## config.mk

```make
export PLATFORM = sky130hd
export DESIGN_NAME = rule_port_filter
export DESIGN_NICKNAME = d
export VERILOG_FILES = /design/src/rtl/rule_port_filter_pkg.sv /design/src/rtl/rule_port_filter_fifo.sv /design/src/rtl/rule_port_filter.sv
export SDC_FILE = /design/constraint.sdc
export NUM_CORES = 1
export LEC_CHECK = 0
export BUFFER_PORTS_ARGS = -buffer_cell sky130_fd_sc_hd__buf_4
export CORE_MARGIN = 10
export CORE_UTILIZATION = 55
export CTS_BUF_LIST = sky130_fd_sc_hd__clkbuf_2
export DETAILED_ROUTE_END_ITERATION = 8
export MAX_ROUTING_LAYER = met4
export PLACE_DENSITY = 0.72
export SLEW_MARGIN = 20
export SYNTH_ARGS = -nofsm -noshare
export SYNTH_HDL_FRONTEND = slang
export SYNTH_HIERARCHICAL = 1
export SYNTH_SLANG_ARGS = --single-unit
```

## constraint.sdc

```tcl
create_clock -name clk -period 6.2 [get_ports clk]
set_clock_uncertainty 0.1 [all_clocks]
set_input_delay 1.86 -clock clk [delete_from_list [all_inputs] [get_ports clk]]
set_output_delay 1.86 -clock clk [all_outputs]
set_load 0.03 [all_outputs]
```

## src/rtl/rule_port_filter_pkg.sv

```systemverilog
// Shared types and constants for the rule port-check stage.
// Provides the FIFO entry and delay-line payload structs plus fixed widths/latency.
package rule_port_filter_pkg;

   localparam int unsigned RPF_RULE_AWIDTH = 16;
   localparam int unsigned RPF_PU_LATENCY  = 12;
   localparam int unsigned RPF_PORT_W      = 16;

   // Output FIFO entry: hit=0 entries are bare end-of-packet markers
   typedef struct packed {
      logic [RPF_RULE_AWIDTH-1:0] rule_id;
      logic                       hit;
      logic                       last;
   } rpf_entry_t;

   // Delay-line payload carried alongside the port_unit lookup
   typedef struct packed {
      logic                       valid;
      logic [RPF_RULE_AWIDTH-1:0] rule_id;
      logic                       last;
   } rpf_pipe_t;

endpackage

```

## src/rtl/rule_port_filter_fifo.sv

```systemverilog
// rpf_fifo: synchronous show-ahead FIFO of rpf_entry_t.
// Storage array has a 1-cycle registered read into a head register, so the
// head is presented registered and is held while not popped.
// Ports:
//   clk, rst_n         clock, async active-low reset
//   push_i/push_data_i write one entry
//   pop_i              consume the head (ignored when head invalid)
//   head_o/head_valid_o registered head entry and its valid
//   occupancy_o        entries held (array + head), registered
module rpf_fifo
   import rule_port_filter_pkg::*;
#(
   parameter int unsigned DEPTH = 32
) (
   input  logic                     clk,
   input  logic                     rst_n,
   input  logic                     push_i,
   input  rpf_entry_t               push_data_i,
   input  logic                     pop_i,
   output rpf_entry_t               head_o,
   output logic                     head_valid_o,
   output logic [$clog2(DEPTH):0]   occupancy_o
);

   localparam int unsigned AW = $clog2(DEPTH);
   localparam int unsigned CW = AW + 1;

   rpf_entry_t       mem_q [DEPTH];
   logic [AW-1:0]    wr_ptr_q, wr_ptr_d;
   logic [AW-1:0]    rd_ptr_q, rd_ptr_d;
   logic [CW-1:0]    mem_cnt_q, mem_cnt_d;
   logic [CW-1:0]    occ_q, occ_d;
   rpf_entry_t       head_q, head_d;
   logic             head_valid_q, head_valid_d;
   logic             pop_eff;
   logic             load;

   // Head refill: pull from the array whenever the head is empty or leaving
   always_comb begin
      head_d       = head_q;
      head_valid_d = head_valid_q;
      pop_eff      = pop_i & head_valid_q;
      load         = (mem_cnt_q != '0) && (!head_valid_q || pop_eff);
      if (load) begin
         head_d       = mem_q[rd_ptr_q];
         head_valid_d = 1'b1;
      end else if (pop_eff) begin
         head_d       = '0;
         head_valid_d = 1'b0;
      end
      mem_cnt_d = mem_cnt_q + CW'(push_i) - CW'(load);
      occ_d     = occ_q + CW'(push_i) - CW'(pop_eff);
      wr_ptr_d  = push_i ? wr_ptr_q + AW'(1) : wr_ptr_q;
      rd_ptr_d  = load   ? rd_ptr_q + AW'(1) : rd_ptr_q;
   end

   // Control state
   always_ff @(posedge clk or negedge rst_n) begin
      if (!rst_n) begin
         wr_ptr_q     <= '0;
         rd_ptr_q     <= '0;
         mem_cnt_q    <= '0;
         occ_q        <= '0;
         head_q       <= '0;
         head_valid_q <= 1'b0;
      end else begin
         wr_ptr_q     <= wr_ptr_d;
         rd_ptr_q     <= rd_ptr_d;
         mem_cnt_q    <= mem_cnt_d;
         occ_q        <= occ_d;
         head_q       <= head_d;
         head_valid_q <= head_valid_d;
      end
   end

   // Storage array, no reset needed: contents are qualified by the counters
   always_ff @(posedge clk) begin
      if (push_i) begin
         mem_q[wr_ptr_q] <= push_data_i;
      end
   end

   assign head_o       = head_q;
   assign head_valid_o = head_valid_q;
   assign occupancy_o  = occ_q;

   a_no_overflow: assert property (@(posedge clk) disable iff (!rst_n)
      !(push_i && (occ_q == CW'(DEPTH))));

endmodule

```

## src/rtl/rule_port_filter.sv

```systemverilog
// rule_port_filter: port-check stage after rule/port-group lookup.
// Issues each accepted candidate rule to port_unit, realigns the fixed-latency
// port_match with the rule through a delay line, and pushes matched rules plus
// one EOP marker per packet into a show-ahead output FIFO. Credits guarantee an
// accepted beat always finds FIFO space.
// Ports:
//   clk, rst_n                          clock, async active-low reset
//   in_* / in_valid / in_ready          candidate rule stream (in_ready combinational)
//   pu_* / pu_pg_valid                  request to port_unit (registered)
//   pu_port_match                       port_unit result, PU_LATENCY after pu_pg_valid
//   out_* / out_valid / out_ready       FIFO head (registered)
// Optional: define RPF_STATS_EN to add stat_in/stat_hit/stat_drop/stat_eop counters.
module rule_port_filter
   import rule_port_filter_pkg::*;
#(
   parameter int unsigned PG_AWIDTH  = 8,
   parameter int unsigned FIFO_DEPTH = 32
) (
   input  logic                       clk,
   input  logic                       rst_n,
   input  logic [RPF_RULE_AWIDTH-1:0] in_rule_id,
   input  logic [PG_AWIDTH-1:0]       in_pg,
   input  logic [RPF_PORT_W-1:0]      in_src_port,
   input  logic [RPF_PORT_W-1:0]      in_dst_port,
   input  logic                       in_tcp,
   input  logic                       in_last,
   input  logic                       in_valid,
   output logic                       in_ready,
   output logic [PG_AWIDTH-1:0]       pu_pg,
   output logic                       pu_pg_valid,
   output logic [RPF_PORT_W-1:0]      pu_src_port,
   output logic [RPF_PORT_W-1:0]      pu_dst_port,
   output logic                       pu_tcp,
   input  logic                       pu_port_match,
   output logic [RPF_RULE_AWIDTH-1:0] out_rule_id,
   output logic                       out_hit,
   output logic                       out_last,
   output logic                       out_valid,
   input  logic                       out_ready
`ifdef RPF_STATS_EN
   ,
   output logic [31:0]                stat_in,
   output logic [31:0]                stat_hit,
   output logic [31:0]                stat_drop,
   output logic [31:0]                stat_eop
`endif
);

   localparam int unsigned PU_LATENCY = RPF_PU_LATENCY;
   localparam int unsigned CW         = $clog2(FIFO_DEPTH) + 1;

   logic [CW-1:0]              credits_q, credits_d;
   logic [RPF_RULE_AWIDTH-1:0] iss_rule_q;
   logic                       iss_last_q;
   rpf_pipe_t                  pipe_q [PU_LATENCY];
   rpf_pipe_t                  pipe_out;
   rpf_entry_t                 push_data;
   rpf_entry_t                 head;
   logic                       head_valid;
   logic [CW-1:0]              occupancy;
   logic                       accept, push, drop, pop;

   assign in_ready = (credits_q != '0);
   assign accept   = in_valid & in_ready;
   assign pop      = head_valid & out_ready;

   // Issue registers: one-cycle pu_pg_valid pulse, pu_* hold otherwise
   always_ff @(posedge clk or negedge rst_n) begin
      if (!rst_n) begin
         pu_pg       <= '0;
         pu_pg_valid <= 1'b0;
         pu_src_port <= '0;
         pu_dst_port <= '0;
         pu_tcp      <= 1'b0;
         iss_rule_q  <= '0;
         iss_last_q  <= 1'b0;
      end else begin
         pu_pg_valid <= accept;
         if (accept) begin
            pu_pg       <= in_pg;
            pu_src_port <= in_src_port;
            pu_dst_port <= in_dst_port;
            pu_tcp      <= in_tcp;
            iss_rule_q  <= in_rule_id;
            iss_last_q  <= in_last;
         end
      end
   end

   // Delay line fed from the issue registers so its last stage coincides
   // with the port_match produced PU_LATENCY cycles after pu_pg_valid
   always_ff @(posedge clk or negedge rst_n) begin
      if (!rst_n) begin
         for (int unsigned i = 0; i < PU_LATENCY; i++) begin
            pipe_q[i] <= '0;
         end
      end else begin
         pipe_q[0] <= '{valid: pu_pg_valid, rule_id: iss_rule_q, last: iss_last_q};
         for (int unsigned i = 1; i < PU_LATENCY; i++) begin
            pipe_q[i] <= pipe_q[i-1];
         end
      end
   end

   assign pipe_out = pipe_q[PU_LATENCY-1];

   // Decision: push hit, push EOP marker on unmatched last, else drop
   always_comb begin
      push      = 1'b0;
      drop      = 1'b0;
      push_data = '0;
      if (pipe_out.valid) begin
         if (pu_port_match) begin
            push      = 1'b1;
            push_data = '{rule_id: pipe_out.rule_id, hit: 1'b1, last: pipe_out.last};
         end else if (pipe_out.last) begin
            push      = 1'b1;
            push_data = '{rule_id: '0, hit: 1'b0, last: 1'b1};
         end else begin
            drop = 1'b1;
         end
      end
   end

   // Credits: accept consumes, drop and pop return; simultaneous events net out
   always_comb begin
      credits_d = credits_q - CW'(accept) + CW'(drop) + CW'(pop);
   end

   always_ff @(posedge clk or negedge rst_n) begin
      if (!rst_n) begin
         credits_q <= CW'(FIFO_DEPTH);
      end else begin
         credits_q <= credits_d;
      end
   end

   rpf_fifo #(
      .DEPTH (FIFO_DEPTH)
   ) u_fifo (
      .clk          (clk),
      .rst_n        (rst_n),
      .push_i       (push),
      .push_data_i  (push_data),
      .pop_i        (pop),
      .head_o       (head),
      .head_valid_o (head_valid),
      .occupancy_o  (occupancy)
   );

   assign out_rule_id = head.rule_id;
   assign out_hit     = head.hit;
   assign out_last    = head.last;
   assign out_valid   = head_valid;

   a_credit_bound: assert property (@(posedge clk) disable iff (!rst_n)
      ({1'b0, credits_q} + {1'b0, occupancy}) <= (CW+1)'(FIFO_DEPTH));

`ifdef RPF_STATS_EN
   // Saturating event counters
   always_ff @(posedge clk or negedge rst_n) begin
      if (!rst_n) begin
         stat_in   <= '0;
         stat_hit  <= '0;
         stat_drop <= '0;
         stat_eop  <= '0;
      end else begin
         if (accept && (stat_in != '1))                  stat_in   <= stat_in + 32'd1;
         if (push && push_data.hit && (stat_hit != '1))  stat_hit  <= stat_hit + 32'd1;
         if (drop && (stat_drop != '1))                  stat_drop <= stat_drop + 32'd1;
         if (push && !push_data.hit && (stat_eop != '1)) stat_eop  <= stat_eop + 32'd1;
      end
   end
`endif

endmodule

```

==> impl_metrics.tcl, run 1 <==
set metrics [dict create \
    drtIter0Drc 1432 \
    period_share_pct 70.6 \
    fp.dieArea_um2 68000 \
    htree_num_levels 4 \
    die_w_um 261 \
    placement.cell_area_um2 33800 \
    grt_max_degree 119 \
    ir_drop_mv 0.507 \
    fin_cells 2877 \
    hpwl_mm 39.1 \
    wl_per_cell_um 22.8 \
    fin_util_pct 62.1 \
    power.density_nw_per_um2 417 \
    cp_max_fo 2 \
    power_mw 14.9 \
    clockBufferDepth 3 \
    post-route-drc-count 0 \
    areaGrowthSynthToFinish_pct 12.1 \
    final_antenna_net_count 0 \
    initial_core_util_pct 55.4 \
    crit_chain "inv_1 > ha_1 > nand4_4 > buf_4" \
    slowest_delay_ns 0.52 \
    min_delay_worst_endpoint "pipe_q[72]" \
    status "completed" \
    leakage_nw 13.9 \
    cts_setup_buffers 0 \
    top_level_ports 125 \
    critPathTopFamily "flip-flops" \
    slew_headroom_pct 31.5 \
    min_from "pipe_q[90]" \
    fin_crit_ns 4.38 \
    avgSynthCellArea_um2 19.6 \
    start_kind "register" \
    min_path_cells 0 \
    vias 16100 \
    overflow 0 \
    antenna_found_initial 1 \
    p_seq_share_pct 49.6 \
    cts.reportedPaths.clkPinSlew_ns 0.12 \
    grt_pass1_vias 17300 \
    setup_viol 0 \
    cts_hold_buf 0 \
    core_um2 57500 \
    synth_warnings 6 \
    hold_viol 0 \
    worstSetupPathType "reg -> out" \
    pwr-share-clk_pct 24.5 \
    hold_class "reg -> reg" \
    pwr-share-comb_pct 25.9 \
    slowest_stage "dfstp_2" \
    reg2reg_depth 11 \
    cts_num_sinks 892 \
    drv_slew 0 \
    numCtsBuffers 206 \
    arrival_ns 2.42 \
    r2r_end "credits_q[5]" \
    grt_pass1_wl_mm 100 \
    worst-slew-pin-transition_ns 1.03 \
    reg2reg_from "credits_q[2]" \
    dp.cells 2498 \
    required_ns 4.24 \
    portBuffers 124 \
    p_int_mw 9.90 \
    p_sw_mw 5.00 \
    rsz0062_at_grt "no" \
    nets 2027 \
    drive_gt1_share_pct 30.8 \
    rows 88 \
    globalplace.congestion 0.816 \
    clk_latency_ns 1.44 \
    routed_wl_mm 65.5 \
    vias_per_cell 5.61 \
    final_area_um2 35700 \
    ctsResizeCount 0 \
    cp-startpoint "credits_q[5]" \
    switching_share_pct 33.6 \
    drv_cap 0 \
    postSynthCellCount 1628 \
    critPathCaptureType "output port" \
    ff2ff_setup_slack_ns 2.87 \
    fmax_ghz 0.228 \
    syn_nets 1714 \
    die_y_um 261 \
    root_buffer "clkbuf_2" \
    firstDrtPassIters 5 \
    grt_usage_pct 20.4 \
    cts_tree "yes" \
    synth_area_um2 31900 \
    worst-path-buf-inv 2 \
    setup-tns-final_ns 0 \
]
## worst register-to-register path, delay by kind of cell (launching register included)
| family | cells | cell delay [ns] |
|---|---|---|
| compound gates | 2 | 0.56 |
| fa+ha+maj | 3 | 0.91 |
| buf+inv | 2 | 0.22 |
| flops | 1 | 0.41 |
| simple gates | 4 | 1.03 |
## cells in the final DEF (no fill, tap or decap), types with 5 or more instances in the layout
cell       count
o221ai_1      13
mux2i_1      144
o21ai_1       17
mux4_2        72
and3_1         7
xnor2_1        7
clkinv_2      11
mux2_2        50
xor2_1         7
edfxtp_1     576
and3_2        10
mux2_4         9
inv_1         21
clkbuf_2     288
o21ai_0        5
a22oi_1       18
clkinv_1      61
a221oi_1      18
ha_1          20
o2111ai_1      5
buf_4        178
dfrtp_1      313
o22ai_1       23
a21oi_1       18
a211oi_1       6
nor4_1        14
a32o_1        18
nor2_1        78
nand2_1       41
inv_6          6
## routing by layer
| layer | vias up | track usage [%] | share of wire, % |
|---|---|---|---|
| met5 | - | - | 0 |
| met3 | 112 | 5.24 | 7.6 |
| li1 | 7074 | - | - |
| met2 | 706 | 30.9 | 49 |
| met4 | 0 | 9.40 | 2.9 |
| met1 | 8241 | 25.7 | 41 |
## how the worst max path moves through the flow
stage	to	cells after the start	slack, ns
floorplan	u_fifo/mem_q[31][0]	6	1.78
global placement	credits_q[5]	9	1.81
detailed placement	credits_q[5]	9	1.72
CTS	in_ready	4	1.65
global route	in_ready	4	1.68
finish	in_ready	4	1.82
## power groups by stage
stage,Combinational [mW],Clock (mW),Sequential [mW]
2_1_floorplan,2.64,0,7.45
3_3_place_gp,3.77,0,7.49
3_5_place_dp,3.86,0,7.53
4_1_cts,3.86,3.78,7.40
5_1_grt,4.11,4.09,7.46
6_report,3.85,3.65,7.40
## area by class of cell
class	instances	area, µm²
sequential	892	25200
fill	4101	21800
multi-input combinational	637	6120
clock buffer	288	1440
timing repair buffer	182	1410
tap	765	957
clock inverter	88	490
inverter	22	82.6
antenna	3	7.51
## per-stage QoR
step	hold WS [ns]	setup WS (ns)
6_report	0.180	1.82
2_1_floorplan	0.231	1.78
4_1_cts	0.164	1.65
3_3_place_gp	0.231	1.81
5_1_grt	0.165	1.68
3_5_place_dp	0.235	1.72
## flip-flops by register name (all words and copies together), names as in the netlist
name / cells
pu_dst_port: 16
credits_q: 6
pu_tcp: 1
u_fifo/mem_q: 576
iss_last_q: 1
pu_pg: 8
pipe_q: 198
u_fifo/head_o: 18
u_fifo/head_valid_o: 1
pu_pg_valid: 1
pu_src_port: 16
u_fifo/mem_cnt_q: 6
u_fifo/wr_ptr_q: 5
iss_rule_q: 16
pipe_out: 18
u_fifo/rd_ptr_q: 5
No activity file was read; power rests on OpenSTA's default activity.
==> inputs of run 2 (changes only) <==
Settings changed: PLACE_DENSITY 0.72 to 0.75.
Clock period 6.2 ns to 3.75 ns, I/O delays scaled along.
==> run 2 against run 1 <==
  * Critical path depth unchanged
  * Flip-flop and latch count unchanged
  * First-iteration DRC count decreased by 2.7%
  * Critical path type unchanged
  * Clock power increased by 70%
==> impl_metrics.tcl, run 2 (same netlist as run 1, synthesis figures left out) <==
set metrics [dict create \
    status "completed" \
    grt_pass1_wl_mm 101 \
    fp.dieArea_um2 68000 \
    grt_pass1_vias 17700 \
    slowest_delay_ns 0.52 \
    placement.cell_area_um2 34000 \
    period_share_pct 94.4 \
    leakage_nw 14.3 \
    grt_max_degree 80 \
    post-route-drc-count 0 \
    worst-path-buf-inv 2 \
    fin_crit_ns 3.54 \
    core_um2 57500 \
    die_w_um 261 \
    largest_reg_flops 576 \
    rows 88 \
    grt_usage_pct 20.4 \
    slowest_stage "dfstp_2" \
    globalplace.congestion 0.816 \
    drive_gt1_share_pct 31.2 \
    start_kind "register" \
    portBuffers 124 \
    firstDrtPassIters 8 \
    die_y_um 261 \
    final_antenna_net_count 0 \
    ff2ff_setup_slack_ns 0.89 \
    top_level_ports 125 \
    vias_per_cell 5.54 \
    cts.reportedPaths.clkPinSlew_ns 0.11 \
    cts_tree "yes" \
    ir_drop_mv 0.523 \
    rsz0062_at_grt "no" \
    final_common_cell "edfxtp_1" \
    largest_register "u_fifo/mem_q" \
    overflow 0 \
    required_ns 2.52 \
    final_area_um2 36700 \
    worst-slew-pin-transition_ns 0.955 \
    fmax_ghz 0.282 \
    cp_max_fo 2 \
    drv_slew 0 \
    critPathTopFamily "flip-flops" \
    power.density_nw_per_um2 682 \
    mostFrequentLayoutCells "edfxtp_1 (576), clkbuf_2 (316), dfrtp_1 (312)" \
    hold_viol 0 \
    htree_num_levels 4 \
    wl_per_cell_um 22.0 \
    hpwl_mm 38.4 \
    worstSetupPathType "reg -> out" \
    root_buffer "clkbuf_2" \
    clk_latency_ns 1.38 \
    hold_class "reg -> reg" \
    cts_num_sinks 892 \
    initial_core_util_pct 55.4 \
    reg.largest.list "u_fifo/mem_q: 576 flops, pipe_q: 198 flops" \
    setup-tns-final_ns 0 \
    drv_cap 0 \
    slew_headroom_pct 36.3 \
    drtIter0Drc 1394 \
    clockBufferDepth 3 \
    nets 2113 \
    antenna_found_initial 2 \
    critPathCaptureType "output port" \
    crit_chain "inv_1 > ha_4 > nand4_4 > buf_6" \
    setup_viol 0 \
    n_fill_cell 3956 \
    routed_wl_mm 65.5 \
    arrival_ns 2.32 \
    vias 16500 \
    numCtsBuffers 206 \
    areaGrowthSynthToFinish_pct 15.1 \
]
## run 2: cell types whose count changed in the layout (fill, tap and decap cells not counted), moves of 5 or more
cell | previous run | this run
dlygate4sd3_1 | 0 | 61
clkbuf_2 | 288 | 316
buf_4 | 178 | 197
and3_1 | 7 | 17
and3_2 | 10 | 0
clkinv_1 | 61 | 52
clkinv_2 | 11 | 4
buf_12 | 3 | 8
## run 2: through the flow
stage	worst slack (ns)	power, mW	cells	hold WS (ns)	utilization, %
CTS	0.00736	25.3	2971	0.0377	63.8
global placement	0.488	18.6	2521	0.232	59.2
finish	0.208	25.0	2973	0.204	63.8
detailed placement	0.445	18.9	2521	0.235	59.2
global route	0.0269	26.3	2973	0.156	63.8
floorplan	0.0676	16.7	1628	0.231	-
## run 2: layout make-up
class / count / area [µm²] / area share [%]
sequential: 892 / 25200 / 68.8
multi-input combinational: 637 / 6130 / 16.7
timing repair buffer: 268 / 2280 / 6.21
clock buffer: 316 / 1580 / 4.31
tap: 765 / 957 / 2.61
clock inverter: 71 / 417 / 1.14
inverter: 22 / 82.6 / 0.225
antenna: 2 / 5.00 / 0.0137
## run 2: worst reg2reg max path: stages, from the launching register on
cell and delay, ns:
dfrtp_1 0.40, inv_1 0.12, ha_4 0.16, nand4_4 0.12, buf_4 0.17, nand2_4 0.06
inv_1 0.07, ha_1 0.31, fa_1 0.37, nand2b_1 0.18, a211oi_1 0.33, nor4_1 0.08
a311oi_1 0.29
## run 2: what timing repair did
item / 4_1_cts / 5_1_grt
resized for setup: 6 / 0
buffers inserted: 2 / 0
hold buffers: 61 / 0
endpoints found under the setup margin: 1 / 0
endpoints found under the hold margin: 303 / 0
## run 2: final timing paths
check                              from              to  cells past startpoint
hold / removal               pipe_q[25]     pipe_out[7]                      0
setup / recovery           credits_q[5]        in_ready                      4
min in group asynchronous         rst_n     pipe_q[124]                      2
max in group asynchronous         rst_n  pu_dst_port[8]                      3
hold reg to reg              pipe_q[25]     pipe_out[7]                      0
setup reg to reg           credits_q[2]    credits_q[5]                     12
## run 2: power breakdown
group | internal, mW | switching, mW | total [mW]
Sequential | 11.5 | 0.576 | 12.1
Clock | 2.46 | 3.74 | 6.21
Combinational | 2.74 | 3.96 | 6.70
## run 2: layer usage
| metal | track usage [%] | up-vias | wire, µm |
|---|---|---|---|
| met5 | - | - | 0 |
| met4 | 8.30 | 0 | 1660 |
| met3 | 6.38 | 123 | 6750 |
| met2 | 30.2 | 841 | 31000 |
| met1 | 26.1 | 8261 | 26000 |
| li1 | - | 7258 | - |
==> inputs of run 3 (changes only) <==
Settings changed: CORE_UTILIZATION 55 to 57, PLACE_DENSITY 0.75 to 0.77, REMOVE_ABC_BUFFERS from default to 1.
==> run 3 against run 2 <==
  * Utilization up 2.4 points
  * Count of clock-buffer cells in the layout down 3
  * Routed wire length rose by 4.0%
  * Die area decreased by 3.2%
  * Worst hold slack improved by 0.034 ns
  * Maximum frequency up 0.37%
  * Combinational power increased by 2%
  * Sequential share of layout area rose by 0.20 points
  * Critical path type unchanged
  * Largest power group unchanged
==> impl_metrics.tcl, run 3 (same netlist as run 1, synthesis figures left out) <==
set metrics [dict create \
    cp_max_fo 2 \
    leakage_nw 14.3 \
    reg2reg_from "u_fifo/rd_ptr_q[0]" \
    vias 16700 \
    ir_drop_mv 0.406 \
    largest_reg_flops 576 \
    n_fill_cell 3575 \
    htree_num_levels 4 \
    worstSetupPathType "reg -> out" \
    nets 2118 \
    fmax_ghz 0.283 \
    cts.reportedPaths.clkPinSlew_ns 0.11 \
    largest_register "u_fifo/mem_q" \
    top_level_ports 125 \
    min_from "pipe_q[90]" \
    power.density_nw_per_um2 681 \
    clk_latency_ns 1.31 \
    routed_wl_mm 68.0 \
    slew_headroom_pct 20.1 \
    grt_pass1_wl_mm 105 \
    vias_per_cell 5.66 \
    antenna_found_initial 2 \
    cts_num_sinks 892 \
    mostFrequentLayoutCells "edfxtp_1 (576), clkbuf_2 (313), dfrtp_1 (313)" \
    hold_viol 0 \
    rows 86 \
    worst-slew-pin-transition_ns 1.20 \
    start_kind "register" \
    initial_core_util_pct 57.7 \
    reg2reg_depth 6 \
    areaGrowthSynthToFinish_pct 14.7 \
    wl_per_cell_um 23.1 \
    critPathCaptureType "output port" \
    fin_util_pct 66.2 \
    hpwl_mm 40.3 \
    fin_crit_ns 3.53 \
    slowest_stage "dfrtp_1" \
    multi_input_area_um2 6130 \
    firstDrtPassIters 5 \
    reg.largest.list "u_fifo/mem_q: 576 flops, pipe_q: 198 flops" \
    die_y_um 256 \
    dp.cells 2513 \
    fin_cells 2947 \
    core_um2 55200 \
    required_ns 2.52 \
    grt_usage_pct 21.6 \
    drtIter0Drc 1754 \
    cts_tree "yes" \
    status "completed" \
    post-route-drc-count 0 \
    seqCellArea_um2 25200 \
    setup_viol 0 \
    final_antenna_net_count 0 \
    die_w_um 256 \
    overflow 0 \
    grt_max_degree 90 \
    grt_pass1_vias 18000 \
    final_common_cell "edfxtp_1" \
    numCtsBuffers 204 \
    arrival_ns 2.30 \
    fp.dieArea_um2 65800 \
    cp-startpoint "credits_q[2]" \
    clockBufferDepth 3 \
    crit_chain "inv_1 > ha_4 > nand4_4 > buf_6" \
    setup-tns-final_ns 0 \
    drive_gt1_share_pct 31.6 \
    root_buffer "clkbuf_2" \
    globalplace.congestion 0.847 \
    slowest_delay_ns 0.41 \
    min_path_cells 0 \
    drv_slew 0 \
    portBuffers 124 \
    period_share_pct 94.1 \
    drv_cap 0 \
    hold_class "reg -> reg" \
]
run 3: layout make-up:
type,count,area share (%)
sequential,892,69.0
clock buffer,313,4.29
multi-input combinational,637,16.8
timing repair buffer,275,6.34
inverter,22,0.226
tap,748,2.56
clock inverter,58,0.852
antenna,2,0.0137
run 3: critical path: cells and delay by family (launching register included):
family,cells,cell delay [ns]
flops,1,0.41
buf+inv,2,0.31
fa+ha+maj,1,0.17
simple gates,1,0.13
run 3: repair_timing:
item	4_1_cts	5_1_grt
setup buffers	0	0
endpoints found under the hold margin	222	0
setup endpoints to repair	1	0
hold buffers	61	0
gates resized for setup	4	0
run 3: power by group:
group / switching (mW) / internal (mW) / leakage, nW / total [mW]
clock network: 3.66 / 2.32 / 1.45 / 5.98
registers: 0.581 / 11.5 / 9.00 / 12.1
logic: 4.02 / 2.78 / 3.87 / 6.81
run 3: final timing paths:
| kind | end | slack (ns) |
|---|---|---|
| worst max-delay path | in_ready | 0.22 |
| worst min-delay path | pipe_q[72] | 0.24 |
| worst max register to register | u_fifo/head_o[8] | 0.85 |
| worst min register to register | pipe_q[72] | 0.24 |
| max in group asynchronous | pipe_q[167] | 2.40 |
| min in group asynchronous | iss_rule_q[11] | 0.28 |
run 3: layer usage:
metal	share of wire [%]	vias to the layer above	global-route usage (%)	wire [µm]
met4	2.3	0	9.19	1530
met3	9.3	94	5.63	6340
met2	49	885	32.9	33400
li1	-	7238	-	-
met5	0	-	-	0
met1	39	8455	27.4	26800
run 3: through the flow:
stage	instance area, µm²	setup slack, ns	hold WS [ns]	power [mW]
final	36600	0.221	0.237	24.9
after global routing	36600	-0.00780	0.135	26.2
after CTS	36600	0.00407	0.0637	25.1
after detailed placement	34000	0.383	0.235	19.0
after global placement	34000	0.445	0.232	18.7
after floorplan	31400	-5.08	0.231	16.1
